File: src/rtl/debounce_switch_array.sv
// debounce_switch_array: N-channel switch/button debouncer.
// Each channel synchronises its raw input, requires DEBOUNCE_LIMIT consecutive
// samples at a new level before accepting it, and emits registered rise, fall
// and one-shot long-press pulses. Channels share no state.

module debounce_switch_array #(
    parameter int unsigned NUM_CH         = 4,
    parameter int unsigned DEBOUNCE_LIMIT = 250000,
    parameter int unsigned SYNC_STAGES    = 2,
    parameter int unsigned LONG_LIMIT     = 25000000,
    parameter logic        RESET_STATE    = 1'b0
) (
    input  logic              i_Clk,
    input  logic              i_Rst,
    input  logic [NUM_CH-1:0] i_Switch,
    output logic [NUM_CH-1:0] o_Switch,
    output logic [NUM_CH-1:0] o_Rise,
    output logic [NUM_CH-1:0] o_Fall,
    output logic [NUM_CH-1:0] o_Long
);

    localparam int unsigned DB_W   = $clog2(DEBOUNCE_LIMIT + 1);
    localparam int unsigned LONG_W = $clog2(LONG_LIMIT + 1);

    localparam logic [DB_W-1:0]   DB_LAST   = DB_W'(DEBOUNCE_LIMIT - 1);
    localparam logic [LONG_W-1:0] LONG_LAST = LONG_W'(LONG_LIMIT - 1);
    localparam logic [LONG_W-1:0] LONG_MAX  = LONG_W'(LONG_LIMIT);

    for (genvar n = 0; n < int'(NUM_CH); n++) begin : g_ch

        logic [SYNC_STAGES-1:0] sync_q;
        logic                   sync_out;

        logic [DB_W-1:0]        db_cnt_q, db_cnt_d;
        logic                   level_q, level_d;
        logic                   rise_q, rise_d;
        logic                   fall_q, fall_d;

        logic [LONG_W-1:0]      long_cnt_q, long_cnt_d;
        logic                   long_q, long_d;

        // Metastability synchroniser: shift the raw pin through SYNC_STAGES flops.
        always_ff @(posedge i_Clk or posedge i_Rst) begin
            if (i_Rst) begin
                sync_q <= {SYNC_STAGES{RESET_STATE}};
            end else begin
                sync_q <= {sync_q[SYNC_STAGES-2:0], i_Switch[n]};
            end
        end

        assign sync_out = sync_q[SYNC_STAGES-1];

        // Stability counter: accept the synchronised level once it has differed
        // from the debounced level for DEBOUNCE_LIMIT consecutive cycles.
        always_comb begin
            db_cnt_d = db_cnt_q;
            level_d  = level_q;
            rise_d   = 1'b0;
            fall_d   = 1'b0;
            if (sync_out == level_q) begin
                // Any return to the current level restarts the count.
                db_cnt_d = '0;
            end else if (db_cnt_q == DB_LAST) begin
                level_d  = sync_out;
                db_cnt_d = '0;
                // Pulses are registered alongside the level so they line up
                // with the first cycle the new level is visible.
                rise_d   = sync_out;
                fall_d   = ~sync_out;
            end else begin
                db_cnt_d = db_cnt_q + DB_W'(1);
            end
        end

        // Debounced level, counter and edge-pulse registers.
        always_ff @(posedge i_Clk or posedge i_Rst) begin
            if (i_Rst) begin
                db_cnt_q <= '0;
                level_q  <= RESET_STATE;
                rise_q   <= 1'b0;
                fall_q   <= 1'b0;
            end else begin
                db_cnt_q <= db_cnt_d;
                level_q  <= level_d;
                rise_q   <= rise_d;
                fall_q   <= fall_d;
            end
        end

        // Long-press counter: runs while the debounced level is 1, saturates at
        // LONG_LIMIT so the pulse fires once per press.
        always_comb begin
            long_cnt_d = long_cnt_q;
            long_d     = 1'b0;
            if (!level_q) begin
                long_cnt_d = '0;
            end else if (long_cnt_q != LONG_MAX) begin
                long_cnt_d = long_cnt_q + LONG_W'(1);
                long_d     = (long_cnt_q == LONG_LAST);
            end
        end

        // Long-press counter and pulse registers.
        always_ff @(posedge i_Clk or posedge i_Rst) begin
            if (i_Rst) begin
                long_cnt_q <= '0;
                long_q     <= 1'b0;
            end else begin
                long_cnt_q <= long_cnt_d;
                long_q     <= long_d;
            end
        end

        assign o_Switch[n] = level_q;
        assign o_Rise[n]   = rise_q;
        assign o_Fall[n]   = fall_q;
        assign o_Long[n]   = long_q;

    end : g_ch

endmodule

File: config.mk
export PLATFORM = sky130hd
export DESIGN_NAME = debounce_switch_array
export DESIGN_NICKNAME = d
export VERILOG_FILES = /design/src/rtl/debounce_switch_array.sv
export SDC_FILE = /design/constraint.sdc
export NUM_CORES = 1
export LEC_CHECK = 0
export ABC_AREA = 1
export BUFFER_PORTS_ARGS = -buffer_cell sky130_fd_sc_hd__clkbuf_2
export CORE_ASPECT_RATIO = 0.9
export CORE_UTILIZATION = 60
export CTS_CLUSTER_DIAMETER = 40
export DETAILED_ROUTE_END_ITERATION = 12
export PLACE_DENSITY = 0.77
export SLEW_MARGIN = 20
export SYNTH_ARGS = -nofsm -noshare
export SYNTH_HDL_FRONTEND = slang
export SYNTH_SLANG_ARGS = --single-unit
File: constraint.sdc
create_clock -name i_Clk -period 9.2 [get_ports i_Clk]
set_input_delay 1.38 -clock i_Clk [delete_from_list [all_inputs] [get_ports i_Clk]]
set_output_delay 1.38 -clock i_Clk [all_outputs]
set_load 0.005 [all_outputs]
==> results of run 1 <==
-- flip-flops by register name, summed over array words and instances (netlist names) --
register and cells:
g_ch.db_cnt_q 72, g_ch.fall_q 4, g_ch.level_q 4, g_ch.long_cnt_q 100, g_ch.long_q 4, g_ch.rise_q 4
g_ch.sync_q 8
-- cell families (layout without fill, tap and decap cells) --
group           Yosys count  count (layout)
fa+ha+maj                12              12
compound gates           74              74
simple gates           1140            1140
flops                   196             196
buf+inv                 225             250
xor+xnor                 47              47
-- synth_stat cells (all sizes together) --
| cell type | count | area share |
|---|---|---|
| nor4 | 1 | 0.00054 |
| and2 | 5 | 0.0027 |
| a211oi | 2 | 0.0013 |
| o211a | 1 | 0.00086 |
| clkbuf | 6 | 0.0031 |
| nor3 | 48 | 0.023 |
| ha | 12 | 0.013 |
| o21bai | 2 | 0.0023 |
| nor3b | 3 | 0.0019 |
| nand3b | 2 | 0.0013 |
| xnor2 | 18 | 0.014 |
| nand3 | 107 | 0.047 |
| nor2 | 448 | 0.15 |
| o21a | 2 | 0.0013 |
| nand2 | 496 | 0.17 |
| dfrtp | 196 | 0.42 |
| inv | 197 | 0.064 |
| buf | 22 | 0.015 |
| a21oi | 28 | 0.012 |
| xor2 | 29 | 0.022 |
| o21ai | 39 | 0.017 |
| or2 | 1 | 0.00054 |
| nand4 | 29 | 0.016 |
-- metal layers --
layer / vias up / wire length (um)
met1: 4706 / 11700
li1: 5271 / -
met2: 291 / 11500
met4: 0 / 331
met3: 33 / 1380
met5: - / 0
-- path summary, 6_finish.rpt --
path / start / to / slack [ns] / depth (start not counted)
worst max-delay path: g_ch[1].level_q$_DFFE_PP0P_ / o_Switch[1] / 6.42 / 1
worst min-delay path: g_ch[3].sync_q[0]$_DFF_PP0_ / g_ch[3].sync_q[1]$_DFF_PP0_ / 0.35 / 0
worst max register to register: g_ch[2].level_q$_DFFE_PP0P_ / g_ch[2].db_cnt_q[0]$_DFF_PP0_ / 6.79 / 6
worst min register to register: g_ch[3].sync_q[0]$_DFF_PP0_ / g_ch[3].sync_q[1]$_DFF_PP0_ / 0.35 / 0
max in group asynchronous: i_Rst / g_ch[3].long_cnt_q[20]$_DFFE_PP0P_ / 6.87 / 3
min in group asynchronous: i_Rst / g_ch[3].sync_q[1]$_DFF_PP0_ / 1.09 / 2
-- where the power goes --
group          internal (uW)  switching, uW
clock network            443            318
logic                   7.26           27.7
registers                867           6.07
total                   1320            352
-- through the flow --
step | setup slack, ns | cell area [um2] | util | instances
after global routing | 6.32 | 12400 | 0.667 | 1964
after global placement | 5.99 | 11800 | 0.634 | 1933
final | 6.42 | 12400 | 0.667 | 1964
after CTS | 6.37 | 12400 | 0.667 | 1964
after floorplan | 2.48 | 11600 | - | 1694
after detailed placement | 5.97 | 11800 | 0.634 | 1933
-- cell type report --
type / instances / area [um2] / area share
multi-input combinational: 1273 / 5750 / 0.463
timing repair buffer: 22 / 116 / 0.00936
inverter: 197 / 747 / 0.0601
clock inverter: 11 / 151 / 0.0122
tap: 245 / 307 / 0.0247
clock buffer: 20 / 457 / 0.0367
sequential: 196 / 4900 / 0.394
-- worst register-to-register path: cells and delay by family, from the launching register on --
kind / cells / cell delay (ns)
flops: 1 / 0.60
buf+inv: 2 / 0.62
simple gates: 4 / 1.07
==> results.ini, run 1 <==
[clock_tree]
clockRootBuffer = clkbuf_16
post_cts_buffers = 0
htreeDepth = 4
cts.clk_slew.worst_paths_ns = 0.08
cts_num_sinks = 196
cts_buffers = 17
cts_buffer_depth = 2
tritoncts = built
cts_hold_buffers = 0
clock_latency_ns = 0.43
ctsResizeCount = 0

[global_routing]
grtUsageMet1 = 0.377
antenna_found_initial = 0
grt_pass1_vias = 9533
grt-ovfl-total = 0
grt_max_degree = 113
grt_first_pass_wirelength_um = 43400
grt_use_met3 = 0.0571
grt_util_all_layers = 0.269
busiest_layer = met2
use_met2 = 0.424

[synth]
yosys.cell_types.count = 36
avgSynthCellArea_um2 = 6.85
ys_seq_area_frac = 0.423
synth_fp_nets = 1712
synth_area_um2 = 11600
synth_compound_area_frac = 0.0346
synthXorXnorAreaFrac = 0.0355
synth-seq-cells = 196
synth_top_family_by_area = simple AND/OR/NAND/NOR gates
ys_warn_count = 0
synth_simple_gate_area_frac = 0.413
synth_cells = 1694
muxShareOfSynthArea = 0
synthAdderAreaFrac = 0.0129

[floorplan]
start_util = 0.622
rows = 47
fp.dieW_um = 149
core_um2 = 18600
die_h_um = 134
num_io_pins = 22
die_area_um2 = 19900

[layout]
drive_above_1_share = 0.0692
num-fill-cells = 1604
mostFrequentLayoutCell = nand2_1
area_growth_pct = 7.18
num-nets-final = 1725
n_antenna_cell = 0
final_cell_mix = 477 x nand2_1, 421 x nor2_1, 196 x dfrtp_1, 187 x inv_1, 104 x nand3_1

[sta]
final.min_clock_period_ns = 2.78
tightest_slew_ns = 0.859
setup_viol = 0
clock.fmax_mhz = 359
slew_headroom = 0.426
rsz0062_at_grt = no
finClkSkew_ns = 0.0138
fin_tns_setup_ns = 0
drv_slew = 0
fin_crit_sh = 0.302
holdWs_ns = 0.351
finalHoldViolations = 0

[drt]
wire_per_inst_um = 12.7
vias = 10300
drt_iter0_markers = 688
routed_wirelength_um = 24900
drcViolationCount = 0
vias_per_cell = 5.24
antenna_left = 0
drtPass1Iterations = 5

[critical_path]
worst_path_dominant_cell_family = flip-flops
cp_slowest_cell = dfrtp_1
cp.required_ns = 7.82
cpPeakStageDelay_ns = 0.75
worstPathMaxFanout = 19
end_kind = output pin
critPathArrivalTime_ns = 1.40
crit_path_start_kind = flop
crit_chain = clkbuf_2
crit_type = flop to output pin
cp_num_buf_inv = 1

[power_and_ir_drop]
power_density_nw_per_um2 = 134
finalPower_uw = 1670
peakVddDrop_mv = 0.0942
leakage_uw = 0.00535

[placed_design]
port_buffers = 21
hpwl_um = 18100
gp_congestion = 0.934

[job]
maxCapViolations = 0

[status]
status = completed

[hold_path]
hold_class = flop to flop

(Power assumes the default switching activity.)
==> run 2, diff against run 1 <==
--- a/config.mk
+++ b/config.mk
@@ -5,7 +5,7 @@
 export SDC_FILE = /design/constraint.sdc
 export NUM_CORES = 1
 export LEC_CHECK = 0
-export ABC_AREA = 1
+export ABC_AREA = 0
 export BUFFER_PORTS_ARGS = -buffer_cell sky130_fd_sc_hd__clkbuf_2
 export CORE_ASPECT_RATIO = 0.9
 export CORE_UTILIZATION = 60
==> constraint.sdc (replaced) <==
create_clock -name i_Clk -period 2.7 [get_ports i_Clk]
set_input_delay 0.405 -clock i_Clk [delete_from_list [all_inputs] [get_ports i_Clk]]
set_output_delay 0.405 -clock i_Clk [all_outputs]
set_load 0.005 [all_outputs]
==> run 2 against run 1 <==
  * Sequential share of layout area rose by 6.2 points
  * Clock-buffer cell count is 1 lower
  * Sequential power increased to 3.4 times the previous value
  * Clock power grew to 3.4 times the previous value
  * Combinational power grew to 3.4 times the previous value
  * Register-to-register slack got worse by 6.2 ns
  * Global-route usage decreased by 4.3 points
  * Critical endpoint is now g_ch[1].long_cnt_q[24]$_DFFE_PP0P_
  * Largest cell class is now registers
  * Largest power group unchanged
==> results.ini, run 2 <==
[status]
status = completed  ; unchanged

[drt]
drcViolationCount = 0  ; unchanged
vias = 7203  ; was 10,300
vias_per_cell = 5.87  ; was 5.24
antenna_left = 0  ; unchanged
drt_iter0_markers = 444  ; was 688
drtPass1Iterations = 7  ; was 5
wire_per_inst_um = 14.8  ; was 12.7 um
routed_wirelength_um = 18100  ; was 24,900 um

[layout]
finalNonFillerCells = 1227  ; was 1,964
final_cell_area_um2 = 10700  ; was 12,400 um2
drive_above_1_share = 0.0843  ; was 0.0692
multi_input_area_um2 = 4610  ; was 5750 um2
n_antenna_cell = 0  ; unchanged
seq_area_um2 = 4900  ; unchanged
area_growth_pct = 8.84  ; was 7.18%
final_cell_mix = 196 x dfrtp_1, 102 x nor2_1, 67 x nand2_1, 59 x xnor2_1, 55 x nand3_1  ; was 477 x nand2_1, 421 x nor2_1, 196 x dfrtp_1, 187 x inv_1, 104 x nand3_1
mostFrequentLayoutCell = dfrtp_1  ; was nand2_1
top_regs = g_ch.long_cnt_q (100), g_ch.db_cnt_q (72), g_ch.sync_q (8)  ; unchanged
num-fill-cells = 1250  ; was 1,604
top_register = g_ch.long_cnt_q  ; unchanged
largest_reg_flops = 100  ; unchanged
num-nets-final = 1025  ; was 1,725

[power_and_ir_drop]
leakage_uw = 0.00423  ; was 0.00535 uW
peakVddDrop_mv = 0.489  ; was 0.0942 mV
power_density_nw_per_um2 = 529  ; was 134 nW/um2

[global_routing]
antenna_found_initial = 0  ; unchanged
grt_first_pass_wirelength_um = 30700  ; was 43,400 um
grt_max_degree = 110  ; was 113
grt-ovfl-total = 0  ; unchanged
grt_pass1_vias = 6475  ; was 9,533
grt_util_all_layers = 0.226  ; was 0.269

[placed_design]
gp_congestion = 0.833  ; was 0.934
port_buffers = 21  ; unchanged
place_inst = 1194  ; was 1,933
hpwl_um = 11700  ; was 18,100 um
post_dp_cell_area_um2 = 10100  ; was 11,800 um2

[sta]
holdWs_ns = 0.0754  ; was 0.351 ns
setup_viol = 0  ; unchanged
finClkSkew_ns = 0.0120  ; was 0.0138 ns
finalHoldViolations = 0  ; unchanged
fin_crit_sh = 0.781
final.min_clock_period_ns = 2.11
tightest_slew_ns = 0.629  ; was 0.859 ns
rsz0062_at_grt = no  ; unchanged
slew_headroom = 0.576  ; was 0.426
drv_slew = 0  ; unchanged
clock.fmax_mhz = 474

[clock_tree]
cts_num_sinks = 196  ; unchanged
clockRootBuffer = clkbuf_16  ; unchanged
post_cts_buffers = 0  ; unchanged
clock_latency_ns = 0.43  ; about the same
tritoncts = built  ; unchanged
cts_buffer_depth = 2  ; unchanged
cts.clk_slew.worst_paths_ns = 0.07  ; was 0.08 ns
htreeDepth = 4  ; unchanged
cts_buffers = 17  ; unchanged

[critical_path]
cp_num_buf_inv = 0  ; was 1
r2r_cells = 4  ; was 6
cp_slowest_cell = or4_1  ; was dfrtp_1
crit_chain = and4_1, nand4_1, or4_1, a21oi_1  ; was clkbuf_2
worst_path_dominant_cell_family = simple AND/OR/NAND/NOR gates  ; was flip-flops
end_kind = flop  ; was output pin
r2r_start = g_ch[1].long_cnt_q[2]$_DFFE_PP0P_  ; was g_ch[2].level_q$_DFFE_PP0P_
worstPathMaxFanout = 14  ; was 19
cpPeakStageDelay_ns = 0.65  ; was 0.75 ns
crit_type = flop to flop  ; was flop to output pin
cp.required_ns = 3.06  ; was 7.82 ns
r2r-end = g_ch[1].long_cnt_q[24]$_DFFE_PP0P_  ; was g_ch[2].db_cnt_q[0]$_DFF_PP0_
critPathArrivalTime_ns = 2.47  ; was 1.40 ns
crit_path_start_kind = flop  ; unchanged
crit_path_end = g_ch[1].long_cnt_q[24]$_DFFE_PP0P_  ; was o_Switch[1]
crit_cells = 4  ; was 1
rrSetupSlack_ns = 0.59  ; was 6.79 ns
critPathLaunch = g_ch[1].long_cnt_q[2]$_DFFE_PP0P_  ; was g_ch[1].level_q$_DFFE_PP0P_

[synth]
synthFlopType = dfrtp_1  ; unchanged
avgSynthCellArea_um2 = 9.90  ; was 6.85 um2
ys_warn_count = 0  ; unchanged
synth_area_leader_cell = dfrtp_1  ; unchanged
synth-seq-cells = 196  ; unchanged
ys_seq_area_frac = 0.497  ; was 0.423
synth_fp_nets = 1015  ; was 1,712
synth_cells = 997  ; was 1,694
yosys.cell_types.count = 56  ; was 36
synth_area_leaders = dfrtp_1 50%, xnor2_1 5.2%, xor2_1 3.9%  ; was dfrtp_1 42%, nand2_1 15%, nor2_1 14%
synth_area_um2 = 9870  ; was 11,600 um2
synth_most_common_cell = dfrtp_1  ; was nand2_1
ys_async_sr_fraction = 1.00  ; unchanged
synth_edf_count = 0  ; unchanged
synth_top_cell_area_share = 0.497  ; was 0.423
synthTopCellsByCount = 196 x dfrtp_1, 102 x nor2_1, 67 x nand2_1, 59 x xnor2_1, 55 x nand3_1  ; was 477 x nand2_1, 421 x nor2_1, 196 x dfrtp_1, 188 x inv_1, 104 x nand3_1

[floorplan]
die_h_um = 124  ; was 134 um
core_um2 = 16100  ; was 18,600 um2
rows = 44  ; was 47
fp.dieW_um = 137  ; was 149 um
start_util = 0.612  ; was 0.622
num_io_pins = 22  ; unchanged
die_area_um2 = 17000  ; was 19,900 um2

[job]
maxCapViolations = 0  ; unchanged

[hold_path]
hold_class = input pin to flop  ; was flop to flop
whs_path_depth = 1  ; was 0

==> run 2: cell types whose count changed after synthesis, moves of 26 or more <==
cell	delta
inv_1	-161
nor4_1	+32
nor2_1	-319
or3_1	+26
nand2_1	-410
nand3_1	-49
xnor2_1	+41
==> run 2: worst min-delay path by stage <==
stage / startpoint / endpoint
after floorplan: g_ch[0].sync_q[0]$_DFF_PP0_ / g_ch[0].sync_q[1]$_DFF_PP0_
after global placement: i_Rst / g_ch[1].db_cnt_q[4]$_DFF_PP0_
after detailed placement: i_Rst / g_ch[1].db_cnt_q[4]$_DFF_PP0_
after CTS: i_Switch[0] / g_ch[0].sync_q[0]$_DFF_PP0_
after global routing: i_Switch[0] / g_ch[0].sync_q[0]$_DFF_PP0_
final: i_Switch[0] / g_ch[0].sync_q[0]$_DFF_PP0_
==> run 2: cells by family after synthesis <==
group | after synthesis | synth area share
muxes | 18 | 0.0188
xor gates and xnor gates | 103 | 0.0914
adders and majority gates | 12 | 0.0152
AOI/OAI and AO/OA | 104 | 0.0658
and+or+nand+nor | 489 | 0.276
buffers and inverters | 75 | 0.0363
DFF | 196 | 0.497
==> run 2: area by class of cell <==
type / instances / share of cell area
Clock buffer: 19 / 0.0422
Clock inverter: 13 / 0.0146
Inverter: 30 / 0.0108
Multi-Input combinational cell: 726 / 0.429
Sequential cell: 196 / 0.457
Tap cell: 207 / 0.0241
Timing Repair Buffer: 36 / 0.0228
==> run 2: metal layers <==
layer	up-vias	wire length (um)	track usage
met5	-	0	0
met2	88	8250	0.340
li1	3605	-	-
met4	0	193	0.0687
met3	12	440	0.0419
met1	3498	9240	0.334
==> run 2: report_power, final <==
part | leakage (uW) | internal, uW | total [uW] | switching, uW
clock network | 0.000299 | 1500 | 2590 | 1090
logic | 0.00122 | 33.6 | 120 | 86.7
registers | 0.00271 | 2960 | 2980 | 20.7
total | 0.00423 | 4490 | 5690 | 1190
==> run 2: through the flow <==
| step | setup TNS [ns] | worst slack, ns | total power [uW] | utilization |
|---|---|---|---|---|
| 2_1_floorplan | -46.53 | -0.237 | 3110 | - |
| 3_3_place_gp | 0 | 0.710 | 3150 | 0.628 |
| 3_5_place_dp | 0 | 0.649 | 3150 | 0.628 |
| 4_1_cts | 0 | 0.619 | 5750 | 0.666 |
| 5_1_grt | 0 | 0.432 | 5880 | 0.666 |
| 6_report | 0 | 0.590 | 5690 | 0.666 |
==> run 2: timing repair <==
| item | 4_1_cts | 5_1_grt |
|---|---|---|
| endpoints found under the hold margin | 3 | 0 |
| gates resized for setup | 0 | 0 |
| hold buffers | 1 | 0 |
==> run 3, diff against run 2 <==
==> constraint.sdc (replaced) <==
create_clock -name i_Clk -period 2 [get_ports i_Clk]
set_input_delay 0.3 -clock i_Clk [delete_from_list [all_inputs] [get_ports i_Clk]]
set_output_delay 0.3 -clock i_Clk [all_outputs]
set_load 0.005 [all_outputs]
==> run 3 against run 2 <==
  * Register-to-register slack worse by 0.50 ns
  * Highest routed layer unchanged
  * Global-route usage is 1.2 points higher
  * Utilization is 1.6 points higher
  * Largest power group unchanged
  * Setup slack worse by 0.50 ns
  * Clock power is 28% higher
  * Critical path depth is 2 higher
  * Non-clock buffer count is 36 higher
  * Critical path type unchanged
  * Flip-flop and latch count stayed put
  * Die area stayed put
==> results.ini, run 3 (synthesized netlist as in run 2, its figures left out) <==
[global_routing]
grt_util_all_layers = 0.238  ; was 0.226
grt_max_degree = 100  ; was 110
antenna_found_initial = 0  ; unchanged
grt-ovfl-total = 0  ; unchanged
grt_first_pass_wirelength_um = 32200  ; was 30,700 um
grt_pass1_vias = 6755  ; was 6,475

[layout]
num-nets-final = 1061  ; was 1,025
top_regs = g_ch.long_cnt_q (100), g_ch.db_cnt_q (72), g_ch.sync_q (8)  ; unchanged
seq_area_um2 = 4900  ; unchanged
top_register = g_ch.long_cnt_q  ; unchanged
drive_above_1_share = 0.116  ; was 0.0843
area_growth_pct = 11.5  ; was 8.84%
final_cell_mix = 196 x dfrtp_1, 102 x nor2_1, 67 x nand2_1, 59 x xnor2_1, 54 x nand3_1  ; was 196 x dfrtp_1, 102 x nor2_1, 67 x nand2_1, 59 x xnor2_1, 55 x nand3_1
num-fill-cells = 1242  ; was 1,250
n_antenna_cell = 0  ; unchanged
multi_input_area_um2 = 4640  ; was 4610 um2
mostFrequentLayoutCell = dfrtp_1  ; unchanged
largest_reg_flops = 100  ; unchanged

[sta]
final.min_clock_period_ns = 1.91  ; was 2.11 ns
holdWs_ns = 0.0315  ; was 0.0754 ns
clock.fmax_mhz = 525  ; was 474 MHz
fin_tns_setup_ns = 0  ; unchanged
setup_viol = 0  ; unchanged
finClkSkew_ns = 0.0146  ; was 0.0120 ns
slew_headroom = 0.630  ; was 0.576
rsz0062_at_grt = no  ; unchanged
tightest_slew_ns = 0.550  ; was 0.629 ns
drv_slew = 0  ; unchanged
fin_crit_sh = 0.953  ; was 0.781
finalHoldViolations = 0  ; unchanged

[critical_path]
crit_path_start_kind = flop  ; unchanged
end_kind = flop  ; unchanged
cpPeakStageDelay_ns = 0.56  ; was 0.65 ns
worstPathMaxFanout = 6  ; was 14
critPathArrivalTime_ns = 2.26  ; was 2.47 ns
cp_slowest_cell = or4_4  ; was or4_1
cp.required_ns = 2.35  ; was 3.06 ns
crit_chain = buf_4, ha_2, inv_1, or4_4, or4_1, a21oi_1  ; was and4_1, nand4_1, or4_1, a21oi_1
worst_path_dominant_cell_family = simple AND/OR/NAND/NOR gates  ; unchanged
crit_type = flop to flop  ; unchanged
cp_num_buf_inv = 2  ; was 0

[power_and_ir_drop]
peakVddDrop_mv = 0.964  ; was 0.489 mV
power_density_nw_per_um2 = 682  ; was 529 nW/um2
leakage_uw = 0.00437  ; was 0.00423 uW

[placed_design]
hpwl_um = 12400  ; was 11,700 um
gp_congestion = 0.865  ; was 0.833
port_buffers = 21  ; unchanged

[drt]
drt_iter0_markers = 437  ; was 444
vias_per_cell = 5.88  ; was 5.87
routed_wirelength_um = 18800  ; was 18,100 um
antenna_left = 0  ; unchanged
vias = 7422  ; was 7,203
drcViolationCount = 0  ; unchanged
wire_per_inst_um = 14.9  ; was 14.8 um
drtPass1Iterations = 5  ; was 7

[clock_tree]
cts.clk_slew.worst_paths_ns = 0.07  ; about the same
clockRootBuffer = clkbuf_16  ; unchanged
clock_latency_ns = 0.44  ; was 0.43 ns
cts_num_sinks = 196  ; unchanged
htreeDepth = 4  ; unchanged
post_cts_buffers = 0  ; unchanged
cts_buffers = 17  ; unchanged
tritoncts = built  ; unchanged
cts_buffer_depth = 2  ; unchanged

[floorplan]
die_area_um2 = 17000  ; unchanged
core_um2 = 16100  ; unchanged
rows = 44  ; unchanged
fp.dieW_um = 137  ; unchanged
die_h_um = 124  ; unchanged
start_util = 0.612  ; unchanged
num_io_pins = 22  ; unchanged

[job]
maxCapViolations = 0  ; unchanged

[status]
status = completed  ; unchanged

[hold_path]
hold_class = input pin to async pin  ; was input pin to flop

[run 3: cell types whose count changed in the layout (fill, tap and decap cells not counted), moves of 2 or more]
| cell | change |
|---|---|
| buf_4 | +33 |
| clkinvlp_4 | +3 |
| dlygate4sd3_1 | +3 |
| clkbuf_1 | +2 |
| clkbuf_8 | -2 |
[run 3: timing repair]
action                     CTS  global route
hold buffers                 4             0
gates resized for setup      0             8
hold endpoints to repair     4             0
setup endpoints to repair    0            10
[run 3: final timing paths]
path | start | to | slack, ns | depth (start not counted)
worst max-delay path | g_ch[0].long_cnt_q[0]$_DFFE_PP0P_ | g_ch[0].long_cnt_q[24]$_DFFE_PP0P_ | 0.09 | 6
worst min-delay path | i_Rst | g_ch[1].fall_q$_DFF_PP0_ | 0.03 | 3
worst max register to register | g_ch[0].long_cnt_q[0]$_DFFE_PP0P_ | g_ch[0].long_cnt_q[24]$_DFFE_PP0P_ | 0.09 | 6
worst min register to register | g_ch[3].sync_q[0]$_DFF_PP0_ | g_ch[3].sync_q[1]$_DFF_PP0_ | 0.35 | 0
max in group asynchronous | i_Rst | g_ch[3].long_cnt_q[24]$_DFFE_PP0P_ | 1.55 | 3
min in group i_Clk | g_ch[3].sync_q[0]$_DFF_PP0_ | g_ch[3].sync_q[1]$_DFF_PP0_ | 0.35 | 0
[run 3: power breakdown]
part           switching (uW)  internal (uW)
Clock                    1480           1840
Sequential               29.2           3990
Combinational             118           49.6
Total                    1630           5880
[run 3: layer usage]
layer	track usage	wire [um]
met1	0.337	9310
met2	0.375	8680
met3	0.0387	497
met4	0.0817	303
met5	0	0
[run 3: cell type report]
| cell class | instances | area share |
|---|---|---|
| Timing Repair Buffer | 72 | 0.0475 |
| Clock inverter | 13 | 0.0123 |
| Tap cell | 207 | 0.0235 |
| Clock buffer | 19 | 0.0393 |
| Inverter | 30 | 0.0106 |
| Multi-Input combinational cell | 726 | 0.421 |
| Sequential cell | 196 | 0.446 |
[run 3: through the flow]
step | cells | total power (uW) | utilization | instance area (um2) | setup WS [ns]
finish | 1263 | 7510 | 0.682 | 11000 | 0.0936
global route | 1263 | 7740 | 0.682 | 11000 | 0.00993
CTS | 1263 | 7580 | 0.681 | 11000 | 0.0146
floorplan | 997 | 4200 | - | 9870 | -0.832
detailed placement | 1227 | 4260 | 0.643 | 10400 | 0.0289
global placement | 1227 | 4260 | 0.643 | 10400 | 0.113
[run 3: worst min-delay path, stage by stage]
cell        delay [ns]
clkbuf_2          0.10
clkinvlp_4        0.11
buf_12            0.39
